File: config.mk
export PLATFORM = sky130hd
export DESIGN_NAME = voice_mixer
export DESIGN_NICKNAME = d
export VERILOG_FILES = /design/src/rtl/voice_mixer_pkg.sv /design/src/rtl/voice_mixer_pdm_modulator.sv /design/src/rtl/voice_mixer.sv
export SDC_FILE = /design/constraint.sdc
export NUM_CORES = 1
export LEC_CHECK = 0
export CORE_ASPECT_RATIO = 2
export CORE_UTILIZATION = 57
export CTS_CLUSTER_SIZE = 24
export DETAILED_ROUTE_END_ITERATION = 10
export PLACE_DENSITY = 0.82
export SYNTH_ARGS = -nofsm -noshare
export SYNTH_HDL_FRONTEND = slang
export SYNTH_SLANG_ARGS = --single-unit
File: constraint.sdc
create_clock -name clk -period 6.5 [get_ports clk]
set_clock_uncertainty 0.15 [all_clocks]
set_input_delay 1.3 -clock clk [delete_from_list [all_inputs] [get_ports clk]]
set_output_delay 1.3 -clock clk [all_outputs]
set_load 0.05 [all_outputs]
File: src/rtl/voice_mixer_pkg.sv
// rtl/voice_mixer_pkg.sv - shared audio constants, offset-binary conversion and mixer state enum
package voice_mixer_pkg;

    localparam int AUDIO_BITDEPTH  = 14;
    localparam int AUDIO_VOL_BITS  = 4;
    localparam int AUDIO_VOL_SHIFT = 4;

    typedef enum logic [1:0] {
        ST_IDLE   = 2'd0,
        ST_ACCUM  = 2'd1,
        ST_OUTPUT = 2'd2
    } mix_state_e;

    // Offset-binary <-> two's complement is the same operation in both
    // directions: flip the MSB of a `bits`-wide value.
    function automatic logic [31:0] ob_flip(input logic [31:0] x, input int bits);
        return x ^ (32'd1 << (bits - 1));
    endfunction

endpackage

File: src/rtl/voice_mixer_pdm_modulator.sv
// rtl/voice_mixer_pdm_modulator.sv - first-order sigma-delta PDM modulator
// Ports: clk, rst (sync, active-high), in (offset-binary sample), pdm_out (1-bit stream).
module pdm_modulator #(
    parameter int BITDEPTH = 14
) (
    input  logic                clk,
    input  logic                rst,
    input  logic [BITDEPTH-1:0] in,
    output logic                pdm_out
);

    logic [BITDEPTH:0] pacc_q, pacc_d;
    logic              pdm_q, pdm_d;

    always_comb begin
        // The carry out of the previous add is the output bit; it is
        // dropped from the accumulator before the next add.
        pacc_d = {1'b0, pacc_q[BITDEPTH-1:0]} + {1'b0, in};
        pdm_d  = pacc_q[BITDEPTH];
    end

    always_ff @(posedge clk) begin
        if (rst) begin
            pacc_q <= '0;
            pdm_q  <= 1'b0;
        end else begin
            pacc_q <= pacc_d;
            pdm_q  <= pdm_d;
        end
    end

    assign pdm_out = pdm_q;

endmodule

File: src/rtl/voice_mixer.sv
// rtl/voice_mixer.sv - time-multiplexed volume-scaled saturating voice mixer
// Ports: clk, rst (sync, active-high), sample_clock (rising edge starts a mix),
//        voices_in / volumes (voice 0 in LSBs), out (offset-binary), out_valid (1-cycle pulse),
//        overrun (sticky, cleared by rst), pdm_out (PDM stream).
// Optional feature: define VOICE_MIXER_PDM_EN to drive pdm_out from a sigma-delta modulator;
// otherwise pdm_out is tied to 0.
module voice_mixer
    import voice_mixer_pkg::*;
#(
    parameter int BITDEPTH   = AUDIO_BITDEPTH,
    parameter int NUM_VOICES = 4
) (
    input  logic                                 clk,
    input  logic                                 rst,
    input  logic                                 sample_clock,
    input  logic [NUM_VOICES*BITDEPTH-1:0]       voices_in,
    input  logic [NUM_VOICES*AUDIO_VOL_BITS-1:0] volumes,
    output logic [BITDEPTH-1:0]                  out,
    output logic                                 out_valid,
    output logic                                 overrun,
    output logic                                 pdm_out
);

    localparam int PROD_W = BITDEPTH + AUDIO_VOL_BITS + 1;
    // Headroom of clog2(NUM_VOICES) bits means the sum can never wrap.
    localparam int ACC_W  = PROD_W + $clog2(NUM_VOICES);
    localparam int IDX_W  = (NUM_VOICES > 1) ? $clog2(NUM_VOICES) : 1;

    localparam logic signed [ACC_W-1:0] SAT_MAX  = ACC_W'((1 << (BITDEPTH - 1)) - 1);
    localparam logic signed [ACC_W-1:0] SAT_MIN  = ACC_W'(-(1 << (BITDEPTH - 1)));
    localparam logic [BITDEPTH-1:0]     MIDPOINT = BITDEPTH'(1 << (BITDEPTH - 1));
    localparam logic [IDX_W-1:0]        LAST_IDX = IDX_W'(NUM_VOICES - 1);

    mix_state_e                           state_q, state_d;
    logic                                 sc_q, sc_d;
    logic [NUM_VOICES*BITDEPTH-1:0]       voices_q, voices_d;
    logic [NUM_VOICES*AUDIO_VOL_BITS-1:0] volumes_q, volumes_d;
    logic signed [ACC_W-1:0]              acc_q, acc_d;
    logic [IDX_W-1:0]                     idx_q, idx_d;
    logic [BITDEPTH-1:0]                  out_q, out_d;
    logic                                 out_valid_q, out_valid_d;
    logic                                 overrun_q, overrun_d;

    logic                                 tick;
    logic [BITDEPTH-1:0]                  cur_voice;
    logic [AUDIO_VOL_BITS-1:0]            cur_vol;
    logic signed [BITDEPTH-1:0]           voice_s;
    logic signed [PROD_W-1:0]             prod;
    logic signed [ACC_W-1:0]              shifted;
    logic signed [ACC_W-1:0]              sat;

    assign tick = sample_clock & ~sc_q;

    // Shared multiply-accumulate datapath, one voice per cycle.
    always_comb begin
        cur_voice = voices_q[int'(idx_q)*BITDEPTH +: BITDEPTH];
        cur_vol   = volumes_q[int'(idx_q)*AUDIO_VOL_BITS +: AUDIO_VOL_BITS];
        voice_s   = BITDEPTH'(ob_flip(32'(cur_voice), BITDEPTH));
        // Volume is unsigned; the zero-extended operand keeps the product signed.
        prod      = PROD_W'(voice_s) * PROD_W'($signed({1'b0, cur_vol}));
        // Arithmetic shift floors toward -inf; this is the only truncation.
        shifted   = acc_q >>> AUDIO_VOL_SHIFT;
        if (shifted > SAT_MAX) begin
            sat = SAT_MAX;
        end else if (shifted < SAT_MIN) begin
            sat = SAT_MIN;
        end else begin
            sat = shifted;
        end
    end

    // Next-state logic.
    always_comb begin
        state_d = state_q;
        case (state_q)
            ST_IDLE:   if (tick) state_d = ST_ACCUM;
            ST_ACCUM:  if (idx_q == LAST_IDX) state_d = ST_OUTPUT;
            ST_OUTPUT: state_d = ST_IDLE;
            default:   state_d = ST_IDLE;
        endcase
    end

    // Output and datapath register updates.
    always_comb begin
        sc_d        = sample_clock;
        voices_d    = voices_q;
        volumes_d   = volumes_q;
        acc_d       = acc_q;
        idx_d       = idx_q;
        out_d       = out_q;
        out_valid_d = 1'b0;
        // A new edge while busy (including the OUTPUT cycle) is dropped, not queued.
        overrun_d   = overrun_q | (tick & (state_q != ST_IDLE));
        case (state_q)
            ST_IDLE: begin
                if (tick) begin
                    voices_d  = voices_in;
                    volumes_d = volumes;
                    acc_d     = '0;
                    idx_d     = '0;
                end
            end
            ST_ACCUM: begin
                acc_d = acc_q + ACC_W'(prod);
                idx_d = idx_q + IDX_W'(1);
            end
            ST_OUTPUT: begin
                out_d       = BITDEPTH'(ob_flip(32'(sat), BITDEPTH));
                out_valid_d = 1'b1;
            end
            default: ;
        endcase
    end

    always_ff @(posedge clk) begin
        if (rst) begin
            state_q     <= ST_IDLE;
            sc_q        <= 1'b0;
            voices_q    <= '0;
            volumes_q   <= '0;
            acc_q       <= '0;
            idx_q       <= '0;
            out_q       <= MIDPOINT;
            out_valid_q <= 1'b0;
            overrun_q   <= 1'b0;
        end else begin
            state_q     <= state_d;
            sc_q        <= sc_d;
            voices_q    <= voices_d;
            volumes_q   <= volumes_d;
            acc_q       <= acc_d;
            idx_q       <= idx_d;
            out_q       <= out_d;
            out_valid_q <= out_valid_d;
            overrun_q   <= overrun_d;
        end
    end

    assign out       = out_q;
    assign out_valid = out_valid_q;
    assign overrun   = overrun_q;

`ifdef VOICE_MIXER_PDM_EN
    pdm_modulator #(
        .BITDEPTH(BITDEPTH)
    ) u_pdm (
        .clk    (clk),
        .rst    (rst),
        .in     (out_q),
        .pdm_out(pdm_out)
    );
`else
    assign pdm_out = 1'b0;
`endif

endmodule

---- After elaboration in Yosys (flattened, before gate mapping) ----
Index checks and enable logic that the tools add are counted.
word-level totals
  output and inout bits ................... 17
  word-level logic and storage cells ...... 44
  input port bits ......................... 75
  register bits after elaboration ......... 114
cells by class
  add/subtract/negate cells ............... 2
  muxes and demuxes ....................... 10
  bitwise logic cells ..................... 6
  reduce and logical (&&, ||, !) cells .... 6
  multipliers ............................. 2
  magnitude comparators ................... 2
  shift operators ......................... 2
  equality and inequality tests ........... 5
operators by type and width
  kind                                                                            number
  56-bit by 7-bit variable part select with 14-bit output                         1
  21-bit one-hot mux with 2 select lines                                          1
  14-bit 2-to-1 mux                                                               2
  21-bit by 19-bit adder with 21-bit output                                       1
  21-bit 2-to-1 mux                                                               1
  14-bit by 5-bit multiplier with 19-bit output                                   1
  17-bit by 14-bit > comparator with 1-bit output, second input constant          1
  17-bit by 14-bit less-than comparator with 1-bit output, second input constant  1
  16-bit by 5-bit variable part select with 4-bit output                          1
  2-bit one-hot mux with 2 select lines                                           2
  2-bit 2-to-1 mux                                                                3
  2-bit AND reduction                                                             3
  2-bit by 3-bit multiplier with 5-bit output, second input constant              1
  2-bit == test, second input constant                                            2
  2-bit inequality test, second input constant                                    2
  2-bit nonzero test                                                              2
  1-bit NOT                                                                       3
  2-bit by 1-bit adder with 2-bit output, second input constant                   1
  1-bit bitwise AND                                                               2
  2-bit by 1-bit == test with 1-bit output, second input constant                 1
  2-bit logical NOT                                                               1
  1-bit 2-to-1 mux                                                                1
  1-bit bitwise OR                                                                1

---- Logic depth before layout (Yosys ltp) ----
  depth after elaboration ................. 6
  mapped depth ............................ 18
  gate-level depth less buffers ........... 16

---- Least setup slack after synthesis ----
OpenSTA, ideal clock, no wires.
  path kind ............................... register to register
  start point ............................. register idx_q[0]
  end point ............................... register acc_q[19]
  arrival time ............................ 4.848 ns
  data required time ...................... 6.224 ns
  cell stages (with the launch flop) ...... 17
  path slack .............................. 1.376 ns
  path buffers ............................ 1
  cell sequence ........................... dfxtp_1 buf_2 mux4_2 nor2b_1 fa_1 fa_1 inv_1 fa_1 inv_1 ha_1 and4_1 nand3_1 a31oi_1 or3b_4 a2111oi_4 or4_1 nand3_1
on the way
  word-level cells in the longest chain between the ends .. 6
ends and longest elaborated chain
  item                                                     line                text
  from (decl)                                              voice_mixer.sv:39   logic [IDX_W-1:0] idx_q, idx_d;
  from (signal assigned)                                   voice_mixer.sv:132  idx_q <= idx_d;
  2-bit by 3-bit multiplier with 5-bit output              voice_mixer.sv:56   cur_voice = voices_q[int'(idx_q)*BITDEPTH +: BITDEPTH];
  56-bit by 7-bit variable part select with 14-bit output  voice_mixer.sv:56
  1-bit NOT (no source line)                               -
  14-bit by 5-bit multiplier with 19-bit output *          voice_mixer.sv:60   prod = PROD_W'(voice_s) * PROD_W'($signed({1'b0, cur_vol}));
  21-bit by 19-bit adder with 21-bit output *              voice_mixer.sv:104  acc_d = acc_q + ACC_W'(prod);
  21-bit one-hot mux with 2 select lines *                 voice_mixer.sv:94   case (state_q)
  to (signal assigned)                                     voice_mixer.sv:121  acc_q <= '0;
  to (signal assigned)                                     voice_mixer.sv:131  acc_q <= acc_d;
  to (decl)                                                voice_mixer.sv:38   logic signed [ACC_W-1:0] acc_q, acc_d;
Mark *: on every way between the ends. The rest lies on a longest branch, timed or not.
A chain may end at the register's enable or synchronous reset.

---- Final worst setup path ----
Same ends and word-level chain as after synthesis.

==> qor.yml <==
period_share_pct: 86.7
cellPowerDensity_mw_per_mm2: 243
layout_common_cells: "nand2_1, a21oi_1, dfxtp_1"
endpoint_kind: "flip-flop"
r2r_slack_ns: 0.86
cts_setup_buffers: 0
peakVddDrop_v: 0.000223
cts_resized: 0
crit_path_frequent_cell: "fa_1"
wl_met3_microns: 618
worstRegToRegCells: 16
crit_chain: "buf_12 > mux4_2 > nor2b_1 > fa_1 > fa_1 > inv_1 > fa_1 > inv_1 > ha_1 > and4_1 > nand3_1 > a31oi_1 > or3b_4 > a2111oi_4 > or4_1 > nand3_1"
first_pass_iters: 5
finalSetupViolations: 0
tightest_slew_ns: 1.03
antenna_found_initial: 0
p_int_uw: 1550
placed_area_sq_mm: 0.00825
postCtsHoldBufs: 0
ant_nets: 0
hp-class: "flip-flop to flip-flop"
required_ns: 6.65
yosys_most_used_dff: "dfxtp_1"
syn_nets: 1028
synth-seq-area-share_pct: 31.2
final_common_cell: "nand2_1"
hold_viol_final: 0
start_kind: "flip-flop"
min_from: "out[9]"
clockBufferDepth: 2
final_area_sq_mm: 0.00888
ios: 92
synthArstFlopShare_pct: 0
p_leak_uw: 0.00378
die_w_microns: 82.1
core_area_sq_mm: 0.0126
crit_slowest_cell: "nor2b_1"
dp_hpwl_mm: 12.8
max_stage_delay_ns: 0.65
h-tree-depth: 4
overflow: 0
synth.avg_cell_area_sq_um: 8.50
maxCapViolations: 0
cts_root_buffer: "clkbuf_16"
dr_wl_met2_mm: 9.76
slew_headroom_pct: 31.1
holdPathEnd: "out[9]"
outcome: "complete, no violations"
wl_met1_mm: 6.07
yosys-top-cells-area: "dfxtp_1, fa_1, nand2_1, a21oi_1, ha_1"
synth_top_area_share_pct: 31.2
rr_endpoint: "acc_q[19]"
reg2reg_from: "idx_q[0]"
swShare_pct: 28.0
maxSlewViolCount: 0
ys.warnings.count: 0
cts_inserted_buffers: 17
dr.max_layer_used: "met4"
grt_max_degree: 105
crit_type: "flip-flop to flip-flop"
cts_tree: "done"
dr.first_iter.drc_count: 251
path_clk_slew_ns: 0.06
die_h_microns: 162
comb_power_share_pct: 18.7
nNetsFinal: 1095
die_area_sq_mm: 0.0133
p_clk_share_pct: 45.9
drc: 0
synth.cell_area_sq_mm: 0.00731
min_delay_path_depth: 2
diodes: 0
area_delta_synth_final_pct: 21.5
grt_first_pass_wirelength_mm: 29.5
rsz0062_at_grt: "false"
wl_per_cell_microns: 16.0
cts_sinks: 114
p_switching_uw: 606
critPathArrivalTime_ns: 5.79
grt_usage_pct: 29.5
clkLatencyLatePin_ns: 0.42
finish.utilization_pct: 70.7
viasPerCell: 5.64
yosys.area.top_type: "dfxtp_1"
io_buffer_count: 90
ys_seq_elements: 114
synthCells: 860
min_period_ns: 5.64
drive_above_1_share_pct: 7.35
synth_cell_types: 54
setup_tns_ns: 0
start_util_pct: 58.2
grt_pass1_vias: 6561
gp_congestion: 0.939
critPathMaxFanout: 15
totalWireLength_mm: 17.5
synth_edf_count: 0
vias: 6144
num_rows: 58
p_seq_share_pct: 35.4
max_freq_mhz: 177
sequential cells by signal (all words and copies together) (netlist names):
name / flops
overrun: 1
out: 14
state_q: 2
voices_q: 56
out_valid: 1
idx_q: 2
acc_q: 21
sc_q: 1
volumes_q: 16
how the worst max path moves through the flow:
stage / start / slack [ns] / endpoint / cells after the start
after detailed placement: idx_q[0] / 0.88 / acc_q[19] / 16
after global placement: idx_q[0] / 1.02 / acc_q[19] / 16
after CTS: idx_q[0] / 0.83 / acc_q[19] / 16
final: idx_q[0] / 0.86 / acc_q[19] / 16
after global routing: idx_q[0] / 0.47 / acc_q[19] / 16
after floorplan: idx_q[0] / 1.38 / acc_q[19] / 16
power by group through the flow:
stage | Combinational (uW) | Sequential (uW) | Clock, uW
finish | 404 | 766 | 992
global route | 452 | 770 | 1030
CTS | 405 | 765 | 997
detailed placement | 397 | 780 | 0
global placement | 386 | 777 | 0
floorplan | 284 | 768 | 0
worst max-delay path, delay by kind of cell, from the launching register on:
family | cells | cell delay (ns)
and+or+nand+nor | 6 | 1.61
muxes | 1 | 0.55
AOI/OAI and AO/OA | 2 | 0.28
buffers and inverters | 3 | 0.34
adders and majority gates | 4 | 1.94
DFF | 1 | 0.64
Yosys cell counts, types with 6 or more instances:
cell	number
a21o_1	6
a21oi_1	114
and2_1	50
buf_2	9
clkbuf_1	33
dfxtp_1	114
fa_1	50
ha_1	43
inv_1	95
mux4_2	18
nand2_1	187
nand2b_1	8
nand3_1	20
nor2_1	16
o21ai_0	22
o21ai_1	6
xnor2_1	10
xor2_1	8
layout make-up:
type                            instances  area, sq um
Clock buffer                           19          443
Clock inverter                         12          184
Fill cell                             927         3670
Inverter                               95          357
Multi-Input combinational cell        603         4470
Sequential cell                       114         2280
Tap cell                              150          188
Timing Repair Buffer                   96          956
layer usage:
| metal | vias to the layer above | track usage, % |
|---|---|---|
| met5 | - | 0 |
| met4 | 0 | 20.2 |
| met3 | 78 | 5.00 |
| met2 | 203 | 52.2 |
| met1 | 2935 | 30.1 |
| li1 | 2928 | - |
stage by stage:
stage / hold WS [ns] / setup slack, ns / total power [uW] / cells
after detailed placement: 0.294 / 0.876 / 1180 / 1058
after global placement: 0.288 / 1.02 / 1160 / 1058
after floorplan: 0.283 / 1.38 / 1050 / 860
final: 0.297 / 0.863 / 2160 / 1089
after global routing: 0.317 / 0.465 / 2250 / 1089
after CTS: 0.299 / 0.829 / 2170 / 1089
cells by family (layout without fill, tap and decap cells):
group,Yosys count,count (layout),share of synthesized area (%)
AO/OA/AOI/OAI,168,168,13.1
XOR/XNOR,18,18,2.16
adder cells (fa/ha/maj),93,93,21.1
buffers and inverters,143,222,7.67
flip-flops,114,114,31.2
multiplexers,19,19,5.68
other,1,1,0.0513
AND/OR/NAND/NOR,304,304,19.1
No activity file was read; power rests on OpenSTA's default activity.
